--- config.mk ---
export PLATFORM = sky130hd
export DESIGN_NAME = axi2wb_bridge
export DESIGN_NICKNAME = d
export VERILOG_FILES = /design/src/rtl/axi2wb_bridge.sv
export SDC_FILE = /design/constraint.sdc
export NUM_CORES = 1
export LEC_CHECK = 0
export BUFFER_PORTS_ARGS = -buffer_cell sky130_fd_sc_hd__buf_2
export CAP_MARGIN = 30
export CORE_MARGIN = 2
export CORE_UTILIZATION = 57
export CTS_BUF_LIST = sky130_fd_sc_hd__clkbuf_4 sky130_fd_sc_hd__clkbuf_8 sky130_fd_sc_hd__clkbuf_16
export CTS_CLUSTER_DIAMETER = 50
export DETAILED_ROUTE_END_ITERATION = 6
export MAX_ROUTING_LAYER = met4
export PLACE_DENSITY = 0.86
export SYNTH_ARGS = -nofsm -noshare
export SYNTH_HDL_FRONTEND = slang
export SYNTH_SLANG_ARGS = --single-unit
--- constraint.sdc ---
create_clock -name clk -period 3 [get_ports clk]
set_input_delay 0.15 -clock clk [delete_from_list [all_inputs] [get_ports clk]]
set_output_delay 0.15 -clock clk [all_outputs]
set_load 0.1 [all_outputs]
--- src/rtl/axi2wb_bridge.sv ---
// AXI4-Lite slave to Wishbone classic master, one transaction at a time; the cycle starts on the accept edge.
// Response is registered one cycle after ack/err/timeout and held until ready; AXI is stalled while busy.
module axi2wb_bridge #(
  parameter int ADDR_W  = 32,
  parameter int DATA_W  = 32,
  parameter int TIMEOUT = 256
) (
  input  logic                clk,
  input  logic                rst_n,
  input  logic [ADDR_W-1:0]   s_awaddr,
  input  logic                s_awvalid,
  output logic                s_awready,
  input  logic [DATA_W-1:0]   s_wdata,
  input  logic [DATA_W/8-1:0] s_wstrb,
  input  logic                s_wvalid,
  output logic                s_wready,
  output logic [1:0]          s_bresp,
  output logic                s_bvalid,
  input  logic                s_bready,
  input  logic [ADDR_W-1:0]   s_araddr,
  input  logic                s_arvalid,
  output logic                s_arready,
  output logic [DATA_W-1:0]   s_rdata,
  output logic [1:0]          s_rresp,
  output logic                s_rvalid,
  input  logic                s_rready,
  output logic [ADDR_W-1:0]   wb_adr_o,
  output logic [DATA_W-1:0]   wb_dat_o,
  input  logic [DATA_W-1:0]   wb_dat_i,
  output logic [DATA_W/8-1:0] wb_sel_o,
  output logic                wb_we_o,
  output logic                wb_cyc_o,
  output logic                wb_stb_o,
  input  logic                wb_ack_i,
  input  logic                wb_err_i
);

  localparam int STRB_W = DATA_W / 8;
  localparam int CNT_W  = $clog2(TIMEOUT);

  typedef enum logic [2:0] {IDLE, WB_WR, WB_RD, B_RESP, R_RESP} state_t;

  state_t              state_q, state_d;
  logic                aw_held_q, aw_held_d, w_held_q, w_held_d, ar_held_q, ar_held_d;
  logic                last_was_write_q, last_was_write_d;
  logic [ADDR_W-1:0]   aw_addr_q, aw_addr_d, ar_addr_q, ar_addr_d;
  logic [DATA_W-1:0]   w_data_q, w_data_d;
  logic [STRB_W-1:0]   w_strb_q, w_strb_d;
  logic                aw_rdy_q, aw_rdy_d, w_rdy_q, w_rdy_d, ar_rdy_q, ar_rdy_d;
  logic                bvalid_q, bvalid_d, rvalid_q, rvalid_d;
  logic [1:0]          bresp_q, bresp_d, rresp_q, rresp_d;
  logic [DATA_W-1:0]   rdata_q, rdata_d;
  logic [ADDR_W-1:0]   wb_adr_q, wb_adr_d;
  logic [DATA_W-1:0]   wb_dat_q, wb_dat_d;
  logic [STRB_W-1:0]   wb_sel_q, wb_sel_d;
  logic                wb_we_q, wb_we_d, wb_cyc_q, wb_cyc_d;
  logic [CNT_W-1:0]    cnt_q, cnt_d;

  logic aw_hs, w_hs, ar_hs, wr_elig, rd_elig, start_wr, start_rd;
  logic wb_term;
  logic [1:0] wb_resp;

  assign aw_hs   = s_awvalid && aw_rdy_q;
  assign w_hs    = s_wvalid && w_rdy_q;
  assign ar_hs   = s_arvalid && ar_rdy_q;
  assign wr_elig = (aw_held_q || aw_hs) && (w_held_q || w_hs);
  // An AR that loses arbitration to a write stays parked in ar_held_q.
  assign rd_elig = ar_held_q || ar_hs;
  assign start_wr = wr_elig && (!rd_elig || !last_was_write_q);
  assign start_rd = rd_elig && !start_wr;

  assign wb_term = wb_ack_i || wb_err_i || (cnt_q == CNT_W'(TIMEOUT - 1));
  assign wb_resp = wb_err_i ? 2'b10 : (wb_ack_i ? 2'b00 : 2'b11);

  always_comb begin
    state_d          = state_q;
    aw_held_d        = aw_held_q;
    w_held_d         = w_held_q;
    ar_held_d        = ar_held_q;
    last_was_write_d = last_was_write_q;
    aw_addr_d        = aw_addr_q;
    ar_addr_d        = ar_addr_q;
    w_data_d         = w_data_q;
    w_strb_d         = w_strb_q;
    bresp_d          = bresp_q;
    rresp_d          = rresp_q;
    rdata_d          = rdata_q;
    wb_adr_d         = wb_adr_q;
    wb_dat_d         = wb_dat_q;
    wb_sel_d         = wb_sel_q;
    cnt_d            = cnt_q;

    if (aw_hs) begin
      aw_held_d = 1'b1;
      aw_addr_d = s_awaddr;
    end
    if (w_hs) begin
      w_held_d = 1'b1;
      w_data_d = s_wdata;
      w_strb_d = s_wstrb;
    end
    if (ar_hs) begin
      ar_held_d = 1'b1;
      ar_addr_d = s_araddr;
    end

    unique case (state_q)
      IDLE: begin
        if (start_wr) begin
          state_d          = WB_WR;
          last_was_write_d = 1'b1;
          cnt_d            = '0;
          wb_adr_d         = aw_held_q ? aw_addr_q : s_awaddr;
          wb_dat_d         = w_held_q ? w_data_q : s_wdata;
          wb_sel_d         = w_held_q ? w_strb_q : s_wstrb;
        end else if (start_rd) begin
          state_d          = WB_RD;
          last_was_write_d = 1'b0;
          cnt_d            = '0;
          wb_adr_d         = ar_held_q ? ar_addr_q : s_araddr;
          wb_sel_d         = '1;
        end
      end
      WB_WR: begin
        if (wb_term) begin
          state_d = B_RESP;
          bresp_d = wb_resp;
        end else begin
          cnt_d = cnt_q + CNT_W'(1);
        end
      end
      WB_RD: begin
        if (wb_term) begin
          state_d = R_RESP;
          rresp_d = wb_resp;
          rdata_d = (wb_ack_i && !wb_err_i) ? wb_dat_i : '0;
        end else begin
          cnt_d = cnt_q + CNT_W'(1);
        end
      end
      B_RESP: begin
        if (s_bready) begin
          state_d   = IDLE;
          aw_held_d = 1'b0;
          w_held_d  = 1'b0;
        end
      end
      R_RESP: begin
        if (s_rready) begin
          state_d   = IDLE;
          ar_held_d = 1'b0;
        end
      end
      default: state_d = IDLE;
    endcase

    // Handshake and cycle outputs are registered from the next-state view.
    aw_rdy_d = (state_d == IDLE) && !aw_held_d;
    w_rdy_d  = (state_d == IDLE) && !w_held_d;
    ar_rdy_d = (state_d == IDLE) && !ar_held_d && !aw_held_d && !w_held_d;
    bvalid_d = (state_d == B_RESP);
    rvalid_d = (state_d == R_RESP);
    wb_cyc_d = (state_d == WB_WR) || (state_d == WB_RD);
    wb_we_d  = (state_d == WB_WR);
  end

  always_ff @(posedge clk) begin
    if (!rst_n) begin
      state_q          <= IDLE;
      aw_held_q        <= 1'b0;
      w_held_q         <= 1'b0;
      ar_held_q        <= 1'b0;
      last_was_write_q <= 1'b0;
      aw_addr_q        <= '0;
      ar_addr_q        <= '0;
      w_data_q         <= '0;
      w_strb_q         <= '0;
      aw_rdy_q         <= 1'b0;
      w_rdy_q          <= 1'b0;
      ar_rdy_q         <= 1'b0;
      bvalid_q         <= 1'b0;
      rvalid_q         <= 1'b0;
      bresp_q          <= 2'b00;
      rresp_q          <= 2'b00;
      rdata_q          <= '0;
      wb_adr_q         <= '0;
      wb_dat_q         <= '0;
      wb_sel_q         <= '0;
      wb_we_q          <= 1'b0;
      wb_cyc_q         <= 1'b0;
      cnt_q            <= '0;
    end else begin
      state_q          <= state_d;
      aw_held_q        <= aw_held_d;
      w_held_q         <= w_held_d;
      ar_held_q        <= ar_held_d;
      last_was_write_q <= last_was_write_d;
      aw_addr_q        <= aw_addr_d;
      ar_addr_q        <= ar_addr_d;
      w_data_q         <= w_data_d;
      w_strb_q         <= w_strb_d;
      aw_rdy_q         <= aw_rdy_d;
      w_rdy_q          <= w_rdy_d;
      ar_rdy_q         <= ar_rdy_d;
      bvalid_q         <= bvalid_d;
      rvalid_q         <= rvalid_d;
      bresp_q          <= bresp_d;
      rresp_q          <= rresp_d;
      rdata_q          <= rdata_d;
      wb_adr_q         <= wb_adr_d;
      wb_dat_q         <= wb_dat_d;
      wb_sel_q         <= wb_sel_d;
      wb_we_q          <= wb_we_d;
      wb_cyc_q         <= wb_cyc_d;
      cnt_q            <= cnt_d;
    end
  end

  assign s_awready = aw_rdy_q;
  assign s_wready  = w_rdy_q;
  assign s_arready = ar_rdy_q;
  assign s_bvalid  = bvalid_q;
  assign s_bresp   = bresp_q;
  assign s_rvalid  = rvalid_q;
  assign s_rresp   = rresp_q;
  assign s_rdata   = rdata_q;
  assign wb_adr_o  = wb_adr_q;
  assign wb_dat_o  = wb_dat_q;
  assign wb_sel_o  = wb_sel_q;
  assign wb_we_o   = wb_we_q;
  assign wb_cyc_o  = wb_cyc_q;
  assign wb_stb_o  = wb_cyc_q;

endmodule

Yosys cells after proc, flatten, opt, wreduce, memory -nomap -nowiden
Index checks and enable logic that the tools add are counted.
{ "totals": {"wordCells": 104, "out_inout_bits": 112, "reg_bits": 226} }
{ "op_classes": {"reduce_logical": 36, "n_eq_ne": 11, "mux": 33, "n_addsub": 1} }
{ "ops": {"columns": ["operator", "n"], "rows": [
  ["32-bit 2-to-1 mux", 6],
  ["8-bit 2-to-1 mux", 3],
  ["3-bit 2-to-1 mux", 6],
  ["8-bit case mux with 2 select lines", 1],
  ["3-bit case mux with 5 select lines", 1],
  ["3-bit by 2-bit == test with 1-bit output (second input constant)", 4],
  ["1-bit logical AND", 12],
  ["4-bit 2-to-1 mux", 3],
  ["1-bit 2-to-1 mux", 11],
  ["8-bit by 1-bit adder with 8-bit output (second input constant)", 1],
  ["8-bit == test (second input constant)", 1],
  ["2-bit AND reduction", 4],
  ["1-bit zero test", 7],
  ["1-bit logical OR", 7],
  ["3-bit by 1-bit == test with 1-bit output (second input constant)", 2],
  ["3-bit == test (second input constant)", 2],
  ["3-bit zero test", 2],
  ["2-bit 2-to-1 mux", 2],
  ["2-bit nonzero test", 2],
  ["3-bit != test (second input constant)", 1],
  ["3-bit AND reduction", 1],
  ["2-bit != test (second input constant)", 1],
  ["2-bit OR reduction", 1]
]} }

Longest topological paths before layout
{ "logic_depth": {"word_depth": 14, "depth_mapped": 9, "mapped_depth_nobuf": 6} }

Least setup slack after synthesis
Ideal clock, no wire load.
{ "synth_timing": {"path_type": "register -> register", "start": "register aw_rdy_q (netlist: s_awready)", "end": "register wb_dat_q[15] (netlist: wb_dat_o[15])", "period_less_slack_ns": 2.283, "path_buffers": 3, "setup_ns": 0.134, "path_stages_with_launch": 8, "arrival_time_ns": 2.149, "setup_slack_ns": 0.717, "cell_sequence": "dfxtp_1 > a21oi_2 > a211oi_2 > and2_1 > buf_2 > buf_4 > buf_2 > a211oi_1"} }
{ "synth_via": {"elab_chain_cells": 5} }
{ "synth_lines": {"columns": ["item", "line_no", "source"], "rows": [
  ["start: declaration", "49", "logic aw_rdy_q, aw_rdy_d, w_rdy_q, w_rdy_d, ar_rdy_q, ar_rdy_d;"],
  ["start signal: assignment", "202", "aw_rdy_q <= aw_rdy_d;"],
  ["1-bit logical AND", "63", "assign aw_hs = s_awvalid && aw_rdy_q;"],
  ["1-bit logical OR", "66", "assign wr_elig = (aw_held_q || aw_hs) && (w_held_q || w_hs);"],
  ["1-bit logical AND", "66", null],
  ["1-bit logical AND", "69", "assign start_wr = wr_elig && (!rd_elig || !last_was_write_q);"],
  ["2-bit AND reduction (no source line)", null, null],
  ["end signal: assignment", "211", "wb_dat_q <= wb_dat_d;"],
  ["end: declaration", "54", "logic [DATA_W-1:0] wb_dat_q, wb_dat_d;"]
]} }
Every way passes these cells.
A chain may end at the register's enable or synchronous reset.

Final worst setup path
{ "layout_timing": {"start": "register state_q[1]", "end": "register rdata_q[19] (netlist: s_rdata[19])"} }
{ "layout_via": {"elab_chain_cells": 2} }
{ "layout_lines": {"columns": ["item", "line_no", "source"], "rows": [
  ["start: declaration", "43", "state_t state_q, state_d;"],
  ["start signal: assignment", "193", "state_q <= state_d;"],
  ["3-bit by 2-bit == test with 1-bit output", "107", "unique case (state_q)"],
  ["2-bit AND reduction (no source line)", null, null],
  ["end signal: assignment", "209", "rdata_q <= rdata_d;"],
  ["end: declaration", "52", "logic [DATA_W-1:0] rdata_q, rdata_d;"]
]} }
Every way passes these cells.

==> impl.org <==
** Run status
- Result of the run :: finished clean

** Placement
- The count of buffers added on input and output ports is roughly 250.
- Worst-case setup slack after placement :: 0.8312 ns
- The congestion estimate from routability-driven global placement came to 0.8631.
- Post-DP HPWL :: ~16 mm

** Logic synthesis
- Distinct cells, synth :: 48
- Number of synthesis warnings :: 0
- Per-instance average area after synthesis :: between 8 and 9 um2
- Number of enable flip-flop cells after synthesis :: 0
- Gate count of the mapped netlist :: 1097
- Of the total synthesized cell area, the portion taken by full adders, half adders and majority gates is 0.001340.
- Complex-gate fraction of the synthesized area :: 0.1844
- The portion of synthesized area spent on multiplexers is 0.1127.
- For this run, the register share of the synthesized area comes to 0.4845.
- The mapped netlist covers between 9000 and 10000 um2.
- Post-synthesis sequential element count :: between 200 and 250
- Largest family of logic cells by synthesized area :: compound AO/OA/AOI/OAI gates
- Most frequently used flop master after synthesis :: dfxtp_1
- Post-synthesis xor/xnor area fraction :: 0.001876
- Of the total synthesized cell area, the portion taken by AND, OR, NAND and NOR gates is 0.1724.
- Number of nets in the synthesized netlist :: roughly 1200
- For this run, asynchronously set or reset flops after synthesis account for 0.

** Global routing
- The number of antenna violations at the first check in global routing was 2.
- Total congestion overflow after global routing :: 0
- Entering global routing, the biggest net connects 77 pins.
- Vias in the first global route :: roughly 9400
- First-pass GRT wire length :: approximately 47 mm
- Global router's overall resource usage :: 0.3331

** Setup path
- The worst setup path is launched from a flop.
- In this run the worst path has a maximum fanout of 18.
- Cell with the biggest individual delay on the critical path :: dfxtp_1
- CP Cell Sequence :: and4_1 > a21o_1 > nand2_1 > buf_4 > a22oi_1 > nor2_1
- Measured in cells, the most critical reg-to-reg path has a length of 6.
- In this run the critical register-to-register path is captured at s_rdata[19].
- The worst register-to-register path begins at state_q[1].
- Internal reg-to-reg setup slack :: about 0.61 ns
- Critical path endpoint category :: flop
- The worst setup path is of the reg -> reg kind.
- For this run, the slowest stage of the critical path takes around 0.61 ns.
- The critical path starts at state_q[1].
- At the worst endpoint, the required time is 3.38 ns.
- CP Data Arrival Time :: roughly 2.8 ns

** Cells and area
- The multi-input combinational cells in the finished layout cover a total of about 4400 um2.
- After the last flow step, the layout net total stands at approximately 1600.
- Across the whole layout, storage elements account for between 4000 and 5000 um2.
- Layout overhead on the synthesized area :: 37.59%
- For this run, the share of the core covered by cells in the final layout is 0.8060.
- Counting the fill cells in the layout gives just under 1000.
- Share of cells above drive strength 1 :: 0.2491

** Clocking
- Resized cells post-CTS :: 0
- Clk slew on worst S/H paths :: around 0.060 ns
- Buffers inserted to repair hold after CTS numbered around 130.
- After clock tree synthesis, the setup repair step added 0 buffers.
- CTS Buf Count :: 25
- The clock net in this run drives a total of 226 sinks.
- In this run the clock root is driven by a clkbuf_16.
- In this run the number of H-tree levels came out at 1.
- The clock passes through at most 3 buffers.
- Clock latency on the worst-skew pair :: around 0.51 ns
- TritonCTS built the clock tree.

** Hold path
- The worst hold path was traced through 3 stages.
- For hold timing, the worst endpoint is wb_sel_o[0].
- Path class of the lowest-slack min-delay path :: in -> reg
- HP Start :: rst_n

** STA
- Setup violations remaining at the end of the flow were counted as 0.
- FMAX :: about 420 MHz
- The total count of max-transition violations in the final report came to 0.
- Worst Hold Slack :: roughly 0.038 ns
- Final worst clock skew :: ~0.0076 ns
- Final-report hold violation count :: 0
- Setup total negative slack on the finished layout was measured at 0 ns.
- Headroom to the max-slew limit came out at 0.4721.
- Minimum period implied by the final worst setup slack :: 2.389 ns
- The worst path meets setup with between 0.6 and 0.7 ns of slack.
- Setup repair after global routing left no endpoint under its margin.
- Of the available clock period, the critical path in the final layout requires 0.7964.
- For the pin with the worst max-slew slack, the measured transition is 0.7919 ns.

** Detailed routing
- Wire length on met3 :: 2.307 mm
- In the final routed layout, each cell accounts on average for around 18 um.
- Routed met1 length :: approximately 11 mm
- Post-route ant nets :: 0
- The highest layer touched by signal routing is met4.
- After detailed routing, the number of vias per cell comes to 5.764.
- For this block, the initial DRC count from the detailed router was just under 600.
- Vias after detailed routing :: roughly 9600
- DRC errors left :: 0
- Aggregate routed wire length :: approximately 30 mm
- Detailed routing placed a total of between 10 and 15 mm of wire on met2.
- The first TritonRoute pass finished after 6 iterations.

** Power and ir drop
- For this design the static power due to leakage is just over 5 nW.
- Across the VDD grid, the largest voltage drop is 0.0007366 V.
- Dividing total power by cell area gives a power density of slightly above 900 nW/um2.
- Pwr Total :: about 12 mW

** Floorplanning
- Initial Util :: 0.5858
- The die is approximately 130 um wide.
- Die Area :: between 15000 and 20000 um2
- FP Rows :: 46
- Core Box Area :: roughly 16000 um2
- The floorplan step set the die height to about 130 um.
- For this design the top-level I/O count stands at 253.

** Job
- Max cap viols :: 0
==> worst max-delay path by stage <==
stage / end / slack (ns) / cells past startpoint
3_5_place_dp: s_rdata[19] / 0.83 / 6
3_3_place_gp: s_rdata[5] / 0.89 / 6
5_1_grt: s_rdata[19] / 0.49 / 6
6_report: s_rdata[19] / 0.61 / 6
2_1_floorplan: wb_dat_o[15] / 0.72 / 7
4_1_cts: cnt_q[1] / 0.77 / 6
==> cells by family after synthesis <==
| logic type | Yosys count |
|---|---|
| buffers and inverters | 94 |
| xor gates and xnor gates | 2 |
| adders and majority gates | 1 |
| DFF | 226 |
| AOI/OAI and AO/OA | 276 |
| and+or+nand+nor | 397 |
| muxes | 101 |
==> cell usage after synthesis, types with 3 or more instances <==
master	number	area, um2
and2_1	8	50.05
or4b_1	3	30.03
buf_1	4	15.01
a211oi_1	33	247.7
a21oi_2	3	26.28
o211ai_1	37	277.8
nand3_1	4	20.02
inv_1	3	11.26
o21ai_0	6	30.03
nor3_1	8	40.04
clkbuf_1	60	225.2
dfxtp_1	226	4524
nor2_1	75	281.5
a21o_1	3	22.52
a22oi_1	33	247.7
or3_1	3	18.77
a21oi_1	143	715.7
nand2b_1	3	18.77
mux2i_1	68	680.7
nand2_1	279	1047
buf_4	6	45.04
nor2b_1	3	18.77
a31oi_1	4	25.02
buf_2	20	100.1
mux2_2	33	371.6
==> power by group <==
| group | internal (mW) | total (mW) | leakage [nW] | switching [mW] |
|---|---|---|---|---|
| logic | 1.12 | 4.80 | 2.89 | 3.68 |
| registers | 3.48 | 3.77 | 1.84 | 0.297 |
| clock network | 1.88 | 3.12 | 0.420 | 1.24 |
==> through the flow <==
stage / instances / cell area, um2
3_5_place_dp: 1494 / 10680
5_1_grt: 1671 / 12850
2_1_floorplan: 1097 / 9339
6_report: 1672 / 12850
4_1_cts: 1669 / 12840
3_3_place_gp: 1493 / 10650
==> state kept, by name, summed over array words and instances, names as in the netlist, 2 cells and up <==
signal	flops
ar_addr_q	32
aw_addr_q	32
s_rdata	32
w_data_q	32
wb_adr_o	32
wb_dat_o	32
cnt_q	8
w_strb_q	4
wb_sel_o	4
state_q	3
s_bresp	2
s_rresp	2
==> metal layers <==
| metal | global-route usage | vias up |
|---|---|---|
| met5 | - | - |
| li1 | - | 4467 |
| met4 | 0.1606 | 0 |
| met1 | 0.3754 | 4488 |
| met3 | 0.07113 | 139 |
| met2 | 0.5628 | 543 |
==> worst max-delay path, delay by kind of cell (launching register included) <==
family                 cells  cell delay, ns
AND/OR/NAND/NOR            3            0.76
buffers and inverters      1            0.37
AO/OA/AOI/OAI              2            0.51
flip-flops                 1            0.61
==> cells in the final DEF (no fill, tap or decap), types with 3 or more instances in the layout <==
| master | n |
|---|---|
| a211oi_1 | 33 |
| a21o_1 | 3 |
| a21oi_1 | 143 |
| a21oi_2 | 3 |
| a22oi_1 | 33 |
| a31oi_1 | 4 |
| and2_1 | 7 |
| buf_2 | 252 |
| buf_4 | 17 |
| clkbuf_16 | 25 |
| clkbuf_4 | 3 |
| clkbuf_8 | 6 |
| clkinv_2 | 3 |
| dfxtp_1 | 224 |
| diode_2 | 3 |
| dlygate4sd3_1 | 132 |
| inv_1 | 3 |
| mux2_2 | 33 |
| mux2i_1 | 68 |
| nand2_1 | 279 |
| nand2b_1 | 3 |
| nand3_1 | 4 |
| nor2_1 | 74 |
| nor2b_1 | 3 |
| nor3_1 | 8 |
| o211ai_1 | 37 |
| o21ai_0 | 6 |
| or3_1 | 3 |
| or4b_1 | 3 |
==> final cells by class <==
type                            instances  area share
Clock buffer                           34     0.05686
Multi-Input combinational cell        777      0.3444
Tap cell                              216     0.02103
Sequential cell                       226      0.3523
Antenna cell                            3   0.0005842
Timing Repair Buffer                  403      0.2146
Inverter                                4    0.001558
Clock inverter                          9    0.008666
(Power assumes the default switching activity.)
